File: src/rtl/iob_rom_sp_arb2.sv
// Purpose: two-requester round-robin arbiter with bounded burst hold in front of one single-port sync ROM.
// Latency: grant/ready combinational in the request cycle; response pulse exactly 1 cycle after grant.
// Backpressure: requests stall via ready; no response backpressure (requester must take data on rsp valid).
//
// Ports:
//   clk_i, arst_i                      clock, asynchronous active-high reset
//   req{0,1}_valid_i / _addr_i         read requests from the two masters
//   req{0,1}_ready_o                   request accepted this cycle (at most one high)
//   rsp{0,1}_valid_o                   one-cycle read-data-valid pulse to the granted master
//   rsp_data_o                         shared read data, straight from the ROM
//   rom_en_o, rom_addr_o, rom_r_data_i ROM side (1-cycle read latency)
module iob_rom_sp_arb2 #(
    parameter int ADDR_W    = 10,
    parameter int DATA_W    = 32,
    parameter int MAX_BURST = 4
) (
    input  logic              clk_i,
    input  logic              arst_i,
    input  logic              req0_valid_i,
    input  logic [ADDR_W-1:0] req0_addr_i,
    output logic              req0_ready_o,
    output logic              rsp0_valid_o,
    input  logic              req1_valid_i,
    input  logic [ADDR_W-1:0] req1_addr_i,
    output logic              req1_ready_o,
    output logic              rsp1_valid_o,
    output logic [DATA_W-1:0] rsp_data_o,
    output logic              rom_en_o,
    output logic [ADDR_W-1:0] rom_addr_o,
    input  logic [DATA_W-1:0] rom_r_data_i
);

    localparam int                CNT_W   = $clog2(MAX_BURST + 1);
    localparam logic [CNT_W-1:0] MAX_CNT = CNT_W'(MAX_BURST);

    typedef enum logic [1:0] {
        OWN_NONE = 2'd0,
        OWN_0    = 2'd1,
        OWN_1    = 2'd2
    } owner_e;

    owner_e           owner_q, owner_d;
    logic             last_q, last_d;    // 1 = requester 1 was granted last
    logic [CNT_W-1:0] cnt_q, cnt_d;      // consecutive grants to the current owner, saturating
    logic             rsp0_q, rsp1_q;

    logic   any_vld;
    logic   gnt1;                        // meaningful only when any_vld
    owner_e gnt_own;

    // Arbitration and next-state.
    always_comb begin
        any_vld = req0_valid_i | req1_valid_i;
        gnt1    = 1'b0;
        if (req0_valid_i && req1_valid_i) begin
            // Under contention the owner keeps the port until its burst is used up,
            // then the requester that was not granted last wins.
            if (owner_q != OWN_NONE && cnt_q < MAX_CNT) begin
                gnt1 = (owner_q == OWN_1);
            end else begin
                gnt1 = ~last_q;
            end
        end else begin
            gnt1 = req1_valid_i;
        end
        gnt_own = gnt1 ? OWN_1 : OWN_0;

        owner_d = owner_q;
        last_d  = last_q;
        cnt_d   = cnt_q;
        if (any_vld) begin
            last_d  = gnt1;
            owner_d = gnt_own;
            if (owner_q == gnt_own) begin
                cnt_d = (cnt_q == MAX_CNT) ? MAX_CNT : cnt_q + 1'b1;
            end else begin
                cnt_d = CNT_W'(1);
            end
        end else begin
            // An idle cycle ends any burst; the round-robin pointer is kept.
            owner_d = OWN_NONE;
            cnt_d   = '0;
        end
    end

    always_ff @(posedge clk_i or posedge arst_i) begin
        if (arst_i) begin
            owner_q <= OWN_NONE;
            last_q  <= 1'b1;             // requester 0 wins the first tie
            cnt_q   <= '0;
            rsp0_q  <= 1'b0;
            rsp1_q  <= 1'b0;
        end else begin
            owner_q <= owner_d;
            last_q  <= last_d;
            cnt_q   <= cnt_d;
            rsp0_q  <= any_vld & ~gnt1;
            rsp1_q  <= any_vld & gnt1;
        end
    end

    // Grant outputs are forced low while reset is held so no ROM read or
    // handshake is reported during reset.
    always_comb begin
        rom_en_o     = any_vld & ~arst_i;
        req0_ready_o = rom_en_o & ~gnt1;
        req1_ready_o = rom_en_o & gnt1;
        rom_addr_o   = '0;
        if (any_vld) begin
            rom_addr_o = gnt1 ? req1_addr_i : req0_addr_i;
        end
    end

    assign rsp0_valid_o = rsp0_q;
    assign rsp1_valid_o = rsp1_q;
    assign rsp_data_o   = rom_r_data_i;

endmodule

File: config.mk
export PLATFORM = sky130hd
export DESIGN_NAME = iob_rom_sp_arb2
export DESIGN_NICKNAME = d
export VERILOG_FILES = /design/src/rtl/iob_rom_sp_arb2.sv
export SDC_FILE = /design/constraint.sdc
export NUM_CORES = 1
export LEC_CHECK = 0
export CAP_MARGIN = 20
export CORE_ASPECT_RATIO = 1.2
export CORE_MARGIN = 2
export CORE_UTILIZATION = 27
export CTS_BUF_LIST = sky130_fd_sc_hd__clkbuf_4 sky130_fd_sc_hd__clkbuf_8
export CTS_CLUSTER_SIZE = 24
export DETAILED_ROUTE_END_ITERATION = 10
export PLACE_DENSITY = 0.88
export SETUP_SLACK_MARGIN = 0.3
export SYNTH_ARGS = -nofsm -noshare
export SYNTH_HDL_FRONTEND = slang
export SYNTH_SLANG_ARGS = --single-unit
File: constraint.sdc
create_clock -name clk_i -period 4.4 [get_ports clk_i]
set_input_delay 1.1 -clock clk_i [delete_from_list [all_inputs] [get_ports clk_i]]
set_output_delay 1.1 -clock clk_i [all_outputs]
set_load 0.01 [all_outputs]
==> flow_summary.toml, run 1 <==
[critical_path]
critPathBufInv = 2
crit_path_end_kind = "primary output"
critical_path_class = "in2out"
crit_arrival_ps = 2800
critical_path.cell_chain = "clkdlybuf4s50_1, a21boi_4, a22o_1, clkdlybuf4s50_1"
critPathTopFamily = "buffers and inverters"
path_common_cell = "clkdlybuf4s50_1"
max_stage_delay_ps = 580
cp.required_ps = 3300
cp_max_fo = 13
start_kind = "input pin"
cp_slowest_cell = "clkdlybuf4s50_1"

[routing]
final_antenna_net_count = 0
drc = 0
drtIter0Drc = 7
wl_met3_um = 274
top_layer = "met4"
dr_wl_met2_um = 879
vias = 632
routedWlPerCell_um = 13.9
wl_met1_um = 561
wl_um = 1770
vias_per_cell = 4.98
drt_pass1_iterations = 4

[synthesis]
yosysWarnings = 0
synth_cells = 87
synth.distinct_cells = 26
synth.avg_cell_area_sq_um = 8.60
synthesis.area_sq_um = 748
synth-seq-cells = 6
yosysSeqAreaShare = 0.202
syn-num-nets = 145

[global_routing]
grt_pass1_vias = 612
grt_max_degree = 14
track_usage = 0.122
antenna_found_initial = 0
grt_pass1_wl_um = 2770
overflow = 0

[finish]
final.fill_count = 250
layout-drive-gt1-share = 0.106
diodes = 0
finalNetCount = 153
area_growth_pct = 25.3

[clock_network]
cts_tree = "built"
clockBufferDepth = 2
clk-insertion-delay-late_ps = 260
numCtsBuffers = 3
clockRootBuffer = "clkbuf_4"
hold_buffers = 0
clock-sinks = 6
cts_htree_levels = 1
cts.clk_slew.worst_paths_ps = 50

[die]
dieArea_sq_um = 3210
rows = 20
die_w_um = 52.1
io_pins = 103
core_area_sq_um = 2580
die_h_um = 61.7
initial_core_util = 0.290

[status]
status = "completed"

[sta]
fin_skew_ps = 0.711
setup_viol = 0
fmax_mhz = 257
fin_crit_ps = 3900
timing.final.crit_share = 0.886
finalHoldViolCount = 0
worstMarginPinSlew_ps = 327
rsz0062_at_grt = "false"
slew_headroom = 0.781
final.setup.tns_ps = 0
finalHoldWorstSlack_ps = 537
drv_slew = 0

[worst_hold_path]
hold_class = "reg2reg"

[power_and_ir_drop]
p_leak_nw = 0.384
peakVddDrop_v = 0.000112
power_density_nw_per_um2 = 242

[place]
portBuffers = 38
globalplace.congestion = 0.818
hpwl_um = 1400

[flow_run]
cap_violations = 0
[layer usage]
| layer | vias up | track usage |
|---|---|---|
| met5 | - | 0 |
| met3 | 12 | 0.0704 |
| met1 | 287 | 0.104 |
| li1 | 282 | - |
| met2 | 51 | 0.203 |
| met4 | 0 | 0.109 |
[cell type report]
class | count | area, sq um | area share
timing repair buffer | 38 | 380 | 0.406
multi-input combinational | 41 | 315 | 0.336
sequential | 6 | 151 | 0.162
tap | 33 | 41.3 | 0.0441
clock buffer | 4 | 30.0 | 0.0320
inverter | 5 | 18.8 | 0.0200
[what timing repair did]
| action | CTS | global route |
|---|---|---|
| setup buffers | 0 | 0 |
| setup endpoints to repair | 0 | 7 |
| gates resized for setup | 0 | 1 |
| endpoints found under the hold margin | 0 | 0 |
[registers in the layout (all words and copies together), names as in the netlist]
name,flops
cnt_q,3
last_q,1
rsp1_valid_o,1
rsp0_valid_o,1
[cells in the mapped netlist]
cell type   n  area (sq um)
o211ai_2    1          12.5
nand2b_4    1          13.8
ha_1        2          25.0
and3_1      1          6.26
nor2b_2     1          8.76
a21o_1      1          7.51
nand3b_1    3          22.5
and2_4      1          8.76
buf_4      33           248
o32ai_1     1          8.76
a21oi_1     1          5.00
o21ai_1     1          5.00
nand2_1     4          15.0
o22ai_1     1          6.26
nand2b_1    1          6.26
dfstp_2     1          26.3
nor2_1      3          11.3
buf_6       2          22.5
dfrtp_1     5           125
and2_1      1          6.26
a21boi_0    1          7.51
inv_1       5          18.8
a22o_1     10          87.6
o21ai_0     3          15.0
a221oi_1    2          17.5
a21boi_2    1          11.3
[placed cells by master (no fill, tap or decap), types with 2 or more instances in the layout]
master           synthesis  routed
nor2_1                   3       3
nand3b_1                 3       3
inv_1                    5       5
o21ai_0                  3       3
a22o_1                  10      10
a221oi_1                 2       2
clkbuf_4                 0       4
nand2_1                  4       4
dfrtp_1                  5       5
ha_1                     2       2
clkdlybuf4s50_1          0      38
[worst register-to-register path, cell delays in order (launching register included)]
cell	delay, ps
dfrtp_1	390
inv_1	70
ha_1	180
a21oi_1	100
o21ai_0	230
a21boi_0	200
o32ai_1	110
[logic make-up (layout without fill, tap and decap cells)]
logic type / Yosys count / in the layout / synth area share
and+or+nand+nor: 16 / 16 / 0.132
DFF: 6 / 6 / 0.202
buffers and inverters: 40 / 47 / 0.386
AOI/OAI and AO/OA: 23 / 23 / 0.246
adders and majority gates: 2 / 2 / 0.0334
[path summary, 6_finish.rpt]
check | from | end | slack (ps) | depth (start not counted)
max | req1_valid_i | rom_addr_o[5] | 500 | 4
min | last_q | last_q | 540 | 1
min reg2reg | last_q | last_q | 540 | 1
max in group asynchronous | arst_i | last_q | 3020 | 2
min in group asynchronous | arst_i | rsp0_valid_o | 1110 | 2
max reg2reg | cnt_q[0] | cnt_q[0] | 3000 | 6
[through the flow]
stage | cells | total power [mW] | instance area [sq um] | setup slack [ps] | util
global route | 127 | 0.244 | 937 | 426 | 0.364
floorplan | 87 | 0.140 | 748 | 1600 | -
CTS | 127 | 0.228 | 930 | 363 | 0.361
finish | 127 | 0.226 | 937 | 503 | 0.364
detailed placement | 123 | 0.161 | 900 | 349 | 0.349
global placement | 123 | 0.158 | 900 | 424 | 0.349
[report_power, final]
group / total, mW / internal [mW] / switching (mW)
Sequential: 0.0669 / 0.0608 / 0.00614
Combinational: 0.0940 / 0.0574 / 0.0366
Clock: 0.0654 / 0.0408 / 0.0246
Total: 0.226 / 0.159 / 0.0673
Note: power is estimated with default switching activity, not from simulation.
==> inputs of run 2 (changes only) <==
--- a/config.mk
+++ b/config.mk
@@ -9,10 +9,10 @@
 export CORE_ASPECT_RATIO = 1.2
 export CORE_MARGIN = 2
 export CORE_UTILIZATION = 27
-export CTS_BUF_LIST = sky130_fd_sc_hd__clkbuf_4 sky130_fd_sc_hd__clkbuf_8
+export CTS_BUF_LIST = sky130_fd_sc_hd__clkbuf_2 sky130_fd_sc_hd__clkbuf_4 sky130_fd_sc_hd__clkbuf_8
 export CTS_CLUSTER_SIZE = 24
 export DETAILED_ROUTE_END_ITERATION = 10
-export PLACE_DENSITY = 0.88
+export PLACE_DENSITY = 0.95
 export SETUP_SLACK_MARGIN = 0.3
 export SYNTH_ARGS = -nofsm -noshare
 export SYNTH_HDL_FRONTEND = slang
==> run 2 against run 1 <==
  * First-iteration DRC count is 43% higher
  * Fmax grew 0.23%
  * Via count down 0.32%
  * Sequential power is essentially flat
  * Global-route usage is 2.0 points lower
  * Critical path depth is the same
  * Register-to-register slack worse by 30 ps
  * Cell count is the same
  * Non-clock buffer count did not move
  * Die area stayed put
  * Worst setup slack improved by 9.0 ps
==> flow_summary.toml, run 2 (synthesis results as in run 1) <==
[status]
status = "completed"

[clock_network]
hold_buffers = 0
clk-insertion-delay-late_ps = 250
clockRootBuffer = "clkbuf_4"
clock-sinks = 6
cts.clk_slew.worst_paths_ps = 40
cts_htree_levels = 1
numCtsBuffers = 3
clockBufferDepth = 2
cts_tree = "built"

[sta]
fin_crit_ps = 3890
timing.final.crit_share = 0.884
drv_slew = 0
finalHoldViolCount = 0
slew_headroom = 0.781
worst_slack_ps = 512
setup_viol = 0
worstMarginPinSlew_ps = 328
final.setup.tns_ps = 0
rsz0062_at_grt = "false"
fmax_mhz = 257
fin_skew_ps = 6.88

[global_routing]
overflow = 0
track_usage = 0.102
grt_pass1_vias = 670
grt_pass1_wl_um = 2430
grt_max_degree = 14
antenna_found_initial = 0

[die]
core_area_sq_um = 2580
die_h_um = 61.7
initial_core_util = 0.290
dieArea_sq_um = 3210
io_pins = 103
die_w_um = 52.1
rows = 20

[power_and_ir_drop]
p_int_mw = 0.159
pwr-share-comb = 0.423
seqPwrFrac = 0.301
switchingPower_mw = 0.0643
power_density_nw_per_um2 = 238
peakVddDrop_v = 0.000151
swShare = 0.288
p_leak_nw = 0.384
pwr-share-clk = 0.276

[finish]
layout-drive-gt1-share = 0.106
diodes = 0
utilization = 0.364
final.fill_count = 248
layout.cells.non_filler = 127
regArea_sq_um = 151
multiInputGateArea_sq_um = 315
final_common_cell = "clkdlybuf4s50_1"
final_cell_mix = "38 x clkdlybuf4s50_1, 10 x a22o_1, 5 x inv_1, 5 x dfrtp_1"
largest_reg_flops = 3
finalNetCount = 153
regMostFlops = "cnt_q"
area_growth_pct = 25.3

[routing]
drc = 0
wl_um = 1710
final_antenna_net_count = 0
vias = 630
drtIter0Drc = 10
drt_pass1_iterations = 4
routedWlPerCell_um = 13.4
vias_per_cell = 4.96

[critical_path]
crit_arrival_ps = 2790
path_common_cell = "clkdlybuf4s50_1"
critical_path.cell_chain = "clkdlybuf4s50_1, a21boi_4, a22o_1, clkdlybuf4s50_1"
cp.required_ps = 3300
cp_slowest_cell = "clkdlybuf4s50_1"
cp_max_fo = 13
critPathTopFamily = "buffers and inverters"
critPathBufInv = 2
crit_path_end_kind = "primary output"
critical_path_class = "in2out"
start_kind = "input pin"
max_stage_delay_ps = 570

[worst_hold_path]
hold_class = "reg2reg"

[place]
globalplace.congestion = 0.774
dp_cells = 123
dp_slack_ps = 389
portBuffers = 38
hpwl_um = 1460

[flow_run]
cap_violations = 0
run 2: stage by stage:
step	total power, mW	hold slack (ps)	cell area [sq um]
2_1_floorplan	0.140	513	748
3_3_place_gp	0.158	530	900
3_5_place_dp	0.161	534	900
4_1_cts	0.223	541	930
5_1_grt	0.236	559	937
6_report	0.223	543	937
run 2: final timing paths:
path | from | endpoint | slack, ps | depth (start not counted)
max in group asynchronous | arst_i | last_q | 3010 | 2
hold reg to reg | last_q | last_q | 540 | 1
setup / recovery | req1_valid_i | rom_addr_o[4] | 510 | 4
setup reg to reg | cnt_q[0] | cnt_q[0] | 2970 | 6
min in group asynchronous | arst_i | rsp1_valid_o | 1120 | 2
hold / removal | last_q | last_q | 540 | 1
run 2: worst reg2reg max path, stage by stage, from the launching register on:
cell	delay [ps]
dfrtp_1	400
inv_1	70
ha_1	180
a21oi_1	90
o21ai_0	240
a21boi_0	220
o32ai_1	110
run 2: routing by layer:
layer	track usage	share of wire	wire, um	up-vias
met5	0	0	0	-
met3	0.0364	0.12	209	2
met2	0.213	0.55	936	49
li1	-	-	-	282
met4	0.0602	0.0076	13	0
met1	0.0770	0.32	545	297
run 2: area by class of cell:
| type | count | area share |
|---|---|---|
| Inverter | 5 | 0.0200 |
| Sequential cell | 6 | 0.162 |
| Tap cell | 33 | 0.0441 |
| Multi-Input combinational cell | 41 | 0.336 |
| Timing Repair Buffer | 38 | 0.406 |
| Clock buffer | 4 | 0.0320 |
run 2: power by group through the flow:
stage               registers, mW  logic [mW]  clock network [mW]
global placement           0.0671      0.0905                   0
detailed placement         0.0680      0.0933                   0
floorplan                  0.0665      0.0732                   0
CTS                        0.0671      0.0941              0.0620
global route               0.0677       0.102              0.0662
finish                     0.0672      0.0943              0.0616
run 2: what timing repair did:
| action | 4_1_cts | 5_1_grt |
|---|---|---|
| buffers inserted | 0 | 0 |
| resized for setup | 0 | 1 |
| endpoints found under the setup margin | 0 | 11 |
==> inputs of run 3 (changes only) <==
--- a/config.mk
+++ b/config.mk
@@ -6,13 +6,13 @@
 export NUM_CORES = 1
 export LEC_CHECK = 0
 export CAP_MARGIN = 20
-export CORE_ASPECT_RATIO = 1.2
-export CORE_MARGIN = 2
-export CORE_UTILIZATION = 27
+export CORE_AREA = 8 8 45 47
 export CTS_BUF_LIST = sky130_fd_sc_hd__clkbuf_2 sky130_fd_sc_hd__clkbuf_4 sky130_fd_sc_hd__clkbuf_8
 export CTS_CLUSTER_SIZE = 24
 export DETAILED_ROUTE_END_ITERATION = 10
-export PLACE_DENSITY = 0.95
+export DIE_AREA = 0 0 53 55
+export DONT_BUFFER_PORTS = 1
+export PLACE_DENSITY = 0.79
 export SETUP_SLACK_MARGIN = 0.3
 export SYNTH_ARGS = -nofsm -noshare
 export SYNTH_HDL_FRONTEND = slang
==> run 3 against run 2 <==
  * Largest power group is now registers
  * Worst hold slack got worse by 2.9 ps
  * Largest cell class is now multi-input combinational cells
  * Wire length fell by 6.8%
  * Clock power fell by 2%
  * Non-clock buffer count fell by 38
  * Register-to-register slack improved by 30 ps
==> flow_summary.toml, run 3 (synthesis results as in run 1) <==
[die]
dieArea_sq_um = 2920
io_pins = 103
die_h_um = 55
rows = 14
die_w_um = 53
initial_core_util = 0.541
core_area_sq_um = 1380

[sta]
slew_headroom = 0.685
drv_slew = 0
fin_skew_ps = 9.79
fmax_mhz = 348
finalHoldViolCount = 0
rsz0062_at_grt = "false"
fin_crit_ps = 2870
final.setup.tns_ps = 0
timing.final.crit_share = 0.653
worstMarginPinSlew_ps = 469
setup_viol = 0

[clock_network]
clockBufferDepth = 2
hold_buffers = 0
clockRootBuffer = "clkbuf_4"
clk-insertion-delay-late_ps = 250
cts_htree_levels = 1
numCtsBuffers = 3
post_cts_buffers = 0
cts_tree = "built"
cts.clk_slew.worst_paths_ps = 40
cts_resized = 0
clock-sinks = 6

[routing]
drc = 0
vias = 478
vias_per_cell = 6.64
routedWlPerCell_um = 22.1
wl_um = 1590
drt_pass1_iterations = 4
drtIter0Drc = 5
final_antenna_net_count = 0

[power_and_ir_drop]
peakVddDrop_v = 0.000237
p_leak_nw = 0.233
power_density_nw_per_um2 = 329

[critical_path]
max_stage_delay_ps = 400
critical_path_class = "in2out"
cp.required_ps = 3300
cp_max_fo = 13
r2r_setup_slack_ps = 3000
r2r_cells = 6
start_kind = "input pin"
reg2reg_to = "cnt_q[0]"
crit_arrival_ps = 1770
cp_slowest_cell = "a21boi_2"
critical_path.cell_chain = "a21boi_2, a22o_1"
r2r-start = "cnt_q[0]"
critPathBufInv = 0
critPathTopFamily = "compound AO/OA/AOI/OAI gates"
crit_path_end_kind = "primary output"

[place]
dp_cells = 68
portBuffers = 0
globalplace.congestion = 0.807
hpwl_um = 1380

[global_routing]
track_usage = 0.111
grt_max_degree = 14
grt_pass1_wl_um = 2380
grt_pass1_vias = 523
antenna_found_initial = 0
overflow = 0

[finish]
regMostFlops = "cnt_q"
layout-drive-gt1-share = 0.179
largest_reg_flops = 3
final.fill_count = 142
multiInputGateArea_sq_um = 308
final_cell_mix = "10 x a22o_1, 5 x inv_1, 5 x dfrtp_1"
diodes = 0
area_growth_pct = -29.4
regArea_sq_um = 151
layout.cells.non_filler = 72
finalNetCount = 115
final_common_cell = "a22o_1"

[worst_hold_path]
worstHoldPathCells = 1
whs_endpoint = "last_q"
hold_class = "reg2reg"
hp-start = "last_q"

[flow_run]
cap_violations = 0

[status]
status = "completed"
==> run 3: how the worst max path moves through the flow <==
stage / from / to / depth (start not counted)
3_5_place_dp: req1_valid_i / rom_addr_o[7] / 2
2_1_floorplan: req1_valid_i / rom_addr_o[0] / 4
4_1_cts: req1_valid_i / rom_addr_o[7] / 2
3_3_place_gp: req1_valid_i / rom_addr_o[7] / 2
6_report: req1_valid_i / rom_addr_o[7] / 2
5_1_grt: cnt_q[2] / rom_addr_o[7] / 4
==> run 3: worst register-to-register path: cells and delay by family, from the launching register on <==
family | cells | cell delay (ps)
adders and majority gates | 1 | 170
DFF | 1 | 390
AOI/OAI and AO/OA | 4 | 630
buffers and inverters | 1 | 70
==> run 3: cell type report <==
| type | instances | area share |
|---|---|---|
| Inverter | 5 | 0.0355 |
| Clock buffer | 4 | 0.0569 |
| Sequential cell | 6 | 0.287 |
| Multi-Input combinational cell | 41 | 0.583 |
| Tap cell | 16 | 0.0379 |
==> run 3: power by group <==
group	switching (mW)	internal [mW]
clock	0.0199	0.0405
sequential	0.00694	0.0609
combinational	0.0262	0.0192
==> run 3: per-layer routing <==
metal | track usage | wire length (um)
met1 | 0.0974 | 532
met2 | 0.154 | 756
met3 | 0.126 | 289
met4 | 0.0560 | 10
met5 | 0 | 0
==> run 3: per-stage QoR <==
stage	util	setup WS [ps]	power (mW)	cell area, sq um	hold WS [ps]
after floorplan	-	1600	0.140	748	513
after global placement	0.360	1540	0.114	498	529
after detailed placement	0.360	1500	0.115	498	535
after CTS	0.382	1500	0.177	528	541
after global routing	0.382	1440	0.188	528	555
final	0.382	1530	0.174	528	540
